<file path="src/rtl/cnn_flatten_pkg.sv">
// Shared constants and types for the CNN flatten stage.
// The flatten buffer is channel-major: FLAT_CH planes of FLAT_PIX pixels each.
package cnn_flatten_pkg;

    localparam int unsigned FLAT_CH    = 32;
    localparam int unsigned FLAT_PIX   = 49;
    localparam int unsigned FLAT_DEPTH = FLAT_CH * FLAT_PIX;
    localparam int unsigned FLAT_AW    = 11;
    localparam int unsigned FLAT_DW    = 11;

    typedef logic [10:0] flat_addr_t;

endpackage

</file>
<file path="src/rtl/flatten_index_rom_if.sv">
// Read port of the flatten index table: enable, position, buffer address.
// Macro FLATTEN_ROM_VALID_EN adds a registered valid flag.
interface flatten_index_rom_if
    import cnn_flatten_pkg::*;
#(
    parameter int unsigned AW = FLAT_AW,
    parameter int unsigned DW = FLAT_DW
);

    logic          en;
    logic [AW-1:0] addr;
    logic [DW-1:0] data;
`ifdef FLATTEN_ROM_VALID_EN
    logic          valid;
`endif

`ifdef FLATTEN_ROM_VALID_EN
    modport master (output en, output addr, input data, input valid);
    modport slave  (input en, input addr, output data, output valid);
`else
    modport master (output en, output addr, input data);
    modport slave  (input en, input addr, output data);
`endif

endinterface

</file>
<file path="src/rtl/flat_index_map.sv">
// Pure combinational map from flattened position k (channels-last order)
// to the channel-major buffer address c*PIX + p. Out-of-range k maps to 0.
module flat_index_map
    import cnn_flatten_pkg::*;
#(
    parameter int unsigned CH  = FLAT_CH,
    parameter int unsigned PIX = FLAT_PIX,
    parameter int unsigned AW  = FLAT_AW,
    parameter int unsigned DW  = FLAT_DW
) (
    input  logic [AW-1:0] k,
    output logic [DW-1:0] idx,
    output logic          in_range
);

    // CH is a power of two, so channel and pixel are plain bit fields of k.
    localparam int unsigned CW = $clog2(CH);
    localparam int unsigned PW = AW - CW;

    localparam logic [AW:0]   DEPTH = (AW + 1)'(CH * PIX);
    localparam logic [DW-1:0] PIX_W = DW'(PIX);

    logic [CW-1:0] chan;
    logic [PW-1:0] pix;
    logic [DW-1:0] sum;

    assign chan = k[CW-1:0];
    assign pix  = k[AW-1:CW];

    // Range check and address arithmetic; sum is wide enough for c*PIX + p.
    always_comb begin
        in_range = ({1'b0, k} < DEPTH);
        sum      = DW'(chan) * PIX_W + DW'(pix);
        idx      = in_range ? sum : '0;
    end

endmodule

</file>
<file path="src/rtl/flatten_index_rom.sv">
// Read-only flatten index table: registered lookup of the buffer address
// for flattened output position addr, one read per cycle.
// Macro FLATTEN_ROM_VALID_EN adds bus.valid (en registered, low when the
// sampled address was out of range).
module flatten_index_rom
    import cnn_flatten_pkg::*;
#(
    parameter int unsigned CH  = FLAT_CH,
    parameter int unsigned PIX = FLAT_PIX,
    parameter int unsigned AW  = FLAT_AW,
    parameter int unsigned DW  = FLAT_DW
) (
    input  logic                      clk,
    input  logic                      rst,
    flatten_index_rom_if.slave        bus
);

    logic [DW-1:0] idx;
    logic          in_range;
    logic [DW-1:0] data_q;

    flat_index_map #(
        .CH  (CH),
        .PIX (PIX),
        .AW  (AW),
        .DW  (DW)
    ) u_map (
        .k        (bus.addr),
        .idx      (idx),
        .in_range (in_range)
    );

    // Output register: load on enable, hold otherwise, clear on reset.
    always_ff @(posedge clk or negedge rst) begin
        if (!rst) begin
            data_q <= '0;
        end else if (bus.en) begin
            data_q <= idx;
        end
    end

    assign bus.data = data_q;

`ifdef FLATTEN_ROM_VALID_EN
    logic valid_q;

    // Valid flag: follows en each cycle, suppressed for out-of-range reads.
    always_ff @(posedge clk or negedge rst) begin
        if (!rst) begin
            valid_q <= 1'b0;
        end else begin
            valid_q <= bus.en & in_range;
        end
    end

    assign bus.valid = valid_q;
`else
    logic unused_in_range;
    assign unused_in_range = in_range;
`endif

endmodule

</file>
<file path="src/flat_wrapper.sv">
// flat-port wrapper written by rule: the top's interface ports become plain ports
module flatten_index_rom_flat import cnn_flatten_pkg::*;
#(
    parameter int unsigned CH  = FLAT_CH,
    parameter int unsigned PIX = FLAT_PIX,
    parameter int unsigned AW  = FLAT_AW,
    parameter int unsigned DW  = FLAT_DW
)
  (clk, rst, bus_en, bus_addr, bus_data);
  flatten_index_rom_if #(.AW(AW), .DW(DW)) bus_i ();
  input  logic clk;
  input  logic rst;
  input wire logic [$bits(bus_i.en)-1:0] bus_en;
  input wire logic [$bits(bus_i.addr)-1:0] bus_addr;
  output wire logic [$bits(bus_i.data)-1:0] bus_data;
  assign bus_i.en = bus_en;
  assign bus_i.addr = bus_addr;
  assign bus_data = bus_i.data;
  flatten_index_rom #(.CH(CH), .PIX(PIX), .AW(AW), .DW(DW)) u_core (.clk(clk), .rst(rst), .bus(bus_i));
endmodule
</file>
<file path="config.mk">
export PLATFORM = sky130hd
export DESIGN_NAME = flatten_index_rom_flat
export DESIGN_NICKNAME = d
export VERILOG_FILES = /design/src/rtl/cnn_flatten_pkg.sv /design/src/rtl/flatten_index_rom_if.sv /design/src/rtl/flat_index_map.sv /design/src/rtl/flatten_index_rom.sv /design/src/flat_wrapper.sv
export SDC_FILE = /design/constraint.sdc
export NUM_CORES = 1
export LEC_CHECK = 0
export CAP_MARGIN = 20
export CORE_UTILIZATION = 53
export DETAILED_ROUTE_END_ITERATION = 10
export PLACE_DENSITY = 0.94
export SLEW_MARGIN = 40
export SYNTH_ARGS = -nofsm -noshare
export SYNTH_HDL_FRONTEND = slang
export SYNTH_SLANG_ARGS = --single-unit
export TNS_END_PERCENT = 5
</file>
<file path="constraint.sdc">
create_clock -name clk -period 1.7 [get_ports clk]
set_input_delay 0.17 -clock clk [delete_from_list [all_inputs] [get_ports clk]]
set_output_delay 0.17 -clock clk [all_outputs]
set_load 0.01 [all_outputs]
</file>
==> key figures <==
Outcome
  – Result of the run: finished, violations left
  – Violated checks: setup timing

Global route
  – Global-route wire length before repair: 5900 um
  – Number of antenna violations at the first check in global routing: 0
  – Pin count of the biggest net entering global routing: 16
  – Number of global-route vias before repair: 1,244
  – Overflow left after global routing: 0
  – Total global-route track usage: 0.400

Layout
  – Number of inserted diodes: 0
  – Final nets: 206
  – Share of final-layout standard cells stronger than drive strength 1: 0.335
  – Final cell count without fillers: 189
  – Largest register FFs: 11
  – Finished Cell Area: 1720 sq um
  – Relative area change from synthesis to final layout: 59.9%
  – Share of the core filled with cells in the final layout: 0.943
  – Fill cell count: 53

Timing
  – Slew @ Worst Pin: 534 ps
  – RSZ-0062 raised after global routing: true
  – Highest Clock Rate: 405 MHz
  – Relative slew slack: 0.643
  – Worst Hold Slack: 243 ps
  – Min Clock Period, post-route: 2470 ps
  – Worst clock skew: 0 ps
  – Slew Viols, Final: 0
  – Final hold violation count: 0
  – Final WS setup: -766 ps
  – Portion of the clock cycle consumed by the worst path in the final layout: 1.45
  – Setup Viol. Count Final: 8

Synthesis
  – Top FF cell, synth: sky130_fd_sc_hd__dfrtp_1
  – Number of warnings issued by yosys: 0
  – Syn_area_per_cell: 9.59 sq um
  – Number of flops mapped to enable cells by yosys: 0
  – Synth cell types: 30
  – Share of synthesized registers carrying an async set or reset: 1.00
  – Flip-flop and latch count after synthesis: 11
  – Number of standard cells after synthesis: 112
  – Sequential area share after synthesis: 0.256
  – Number of nets produced by synthesis: 153
  – Post-Syn Area: 1070 sq um

Drt
  – Number of nets with antenna violations after detailed routing: 0
  – Routed wire length: 4680 um
  – Residual DRC count: 0
  – WL/cell: 24.8 um
  – Vias after detailed routing: 1,281
  – Initial DRT Pass Iterations: 4
  – Vias per std cell: 6.78
  – Top Layer Used: met4
  – Iteration-0 DRC Markers: 84
  – Metal3 WL: 600 um
  – Routed metal-1 wire length: 1490 um
  – Wire length on met2: 2150 um

Power and ir drop
  – Leakage power: 0.869 nW
  – Switching share of power: 0.382
  – Internal Pwr Total: 0.840 mW
  – Logic pwr share: 0.602
  – Clock network fraction of total power: 0.135
  – Overall Power: 1.36 mW
  – Sequential fraction of design power: 0.263
  – Cell area power density: 791 nW/um^2
  – Reported net switching power: 0.518 mW
  – Maximum ir drop on the vdd rail: 911 uV

Worst setup path
  – Most frequent CP cell: sky130_fd_sc_hd__fa_1
  – Max Fanout on Critical Path: 4
  – Cell type group with the largest total delay on the critical path: adder cells
  – Critical Path Sink Type: flip-flop
  – Slowest stage delay, CP: 550 ps
  – Cell at the slowest stage of the critical path: sky130_fd_sc_hd__fa_1
  – Crit Path Category: in2reg
  – Required time at the worst-slack endpoint: 1860 ps
  – Worst Setup Start Kind: primary input
  – Crit path buffers/inverters: 3
  – R2R Setup Slk: 720 ps
  – Data arrival time of the critical path: 2630 ps
  – Series of cell instances along the critical path: buf_8 -> inv_4 -> fa_1 -> inv_1 -> fa_1 -> ha_4 -> o211a_1 -> o31a_1 -> or3_1 -> a41o_1

Clock network
  – Post-CTS clock slew at the launch and capture registers of the worst setup and hold paths: 70 ps
  – Clock sink count: 11
  – Worst-Skew Late Latency: 270 ps
  – Root Buffer Master: sky130_fd_sc_hd__clkbuf_4
  – Number of buffers on the longest clock path: 2
  – Hold_buf cts: 0
  – Max H-tree Level: 1
  – Total CTS buffers: 3
  – Clock tree from TritonCTS: yes

Floorplan
  – Horizontal die dimension: 47.0 um
  – Initial Util: 0.590
  – DIE HEIGHT: 47.0 um
  – Total Die Area: 2210 sq um
  – Io pins: 25
  – # rows: 15
  – Core area: 1820 sq um

Placement
  – Cell count after placement: 182
  – Area after detailed placement: 1540 sq um
  – Half-perimeter wire length after placement: 2390 um
  – GPL Wtd Cong: 0.836
  – Number of buffers inserted by port buffering: 24

Min path
  – Hold Path Class: in2async

Flow run
  – Number of max-cap violations: 0
[power groups by stage]
stage	sequential [mW]	combinational, mW	clock, mW
3_3_place_gp	0.345	0.604	0
4_1_cts	0.345	0.685	0.184
5_1_grt	0.357	0.858	0.190
2_1_floorplan	0.373	0.286	0
6_report	0.357	0.817	0.183
3_5_place_dp	0.348	0.642	0
[placed cells by master (no fill, tap or decap), types with 2 or more instances in the layout]
cell	instances
sky130_fd_sc_hd__buf_4	25
sky130_fd_sc_hd__ha_1	16
sky130_fd_sc_hd__clkdlybuf4s50_1	14
sky130_fd_sc_hd__inv_1	11
sky130_fd_sc_hd__dfrtp_1	11
sky130_fd_sc_hd__o21ai_0	8
sky130_fd_sc_hd__ha_4	8
sky130_fd_sc_hd__dlygate4sd2_1	6
sky130_fd_sc_hd__nor2_1	5
sky130_fd_sc_hd__nor2b_1	5
sky130_fd_sc_hd__nand3_1	4
sky130_fd_sc_hd__nand2_1	4
sky130_fd_sc_hd__a21oi_2	3
sky130_fd_sc_hd__or3_1	3
sky130_fd_sc_hd__a41o_1	3
sky130_fd_sc_hd__clkbuf_4	3
sky130_fd_sc_hd__inv_2	2
sky130_fd_sc_hd__o211a_1	2
sky130_fd_sc_hd__a22o_1	2
sky130_fd_sc_hd__fa_1	2
sky130_fd_sc_hd__buf_8	2
[path summary, 6_finish.rpt]
kind                                startpoint                  end  cells after the start
max reg2reg                 u_core.bus.data[9]   u_core.bus.data[9]                      2
max in group asynchronous                  rst   u_core.bus.data[0]                      1
min in group clk                   bus_addr[0]   u_core.bus.data[0]                      5
min                                        rst  u_core.bus.data[10]                      1
max                                bus_addr[0]   u_core.bus.data[8]                     10
min reg2reg                u_core.bus.data[10]  u_core.bus.data[10]                      1
[through the flow]
step	setup TNS, ps	setup slack [ps]
2_1_floorplan	-3640	-735
3_3_place_gp	-9240	-1390
3_5_place_dp	-9950	-1480
4_1_cts	-4310	-750
5_1_grt	-4730	-810
6_report	-4510	-766
[cell families (layout without fill, tap and decap cells)]
| group | Yosys count | count (layout) | synth area share |
|---|---|---|---|
| AOI/OAI and AO/OA | 28 | 28 | 0.195 |
| xor gates and xnor gates | 2 | 2 | 0.0163 |
| adders and majority gates | 27 | 27 | 0.336 |
| buffers and inverters | 17 | 69 | 0.0629 |
| DFF | 11 | 11 | 0.256 |
| and+or+nand+nor | 27 | 27 | 0.134 |
[synth_stat cells, drive strengths merged (2+ instances only)]
master	number	area share
nor2	5	0.017
o21ai	8	0.037
o211a	2	0.019
nor2b	6	0.035
dfrtp	11	0.26
a21oi	4	0.019
a41o	3	0.028
inv	15	0.052
nand2	4	0.014
xnor2	2	0.016
nand3	5	0.023
a22o	2	0.016
ha	24	0.28
fa	3	0.056
or3	3	0.017
[area by class of cell]
class	instances	area, sq um	area share
multi-input combinational	84	870	0.507
timing repair buffer	50	448	0.261
sequential	11	275	0.160
inverter	15	66.3	0.0386
tap	25	31.3	0.0182
clock buffer	4	26.3	0.0153
[what timing repair did]
item	in CTS	in global routing
resized for setup	32	15
buffers inserted	2	1
pin swaps	8	9
setup endpoints to repair	8	8
gates cloned	0	0
[routing by layer]
metal,vias to the layer above,GRT usage
li1,514,-
met1,595,0.421
met2,125,0.719
met3,47,0.123
met4,0,0.194
met5,-,0
Power figures use the tool's default switching activity.
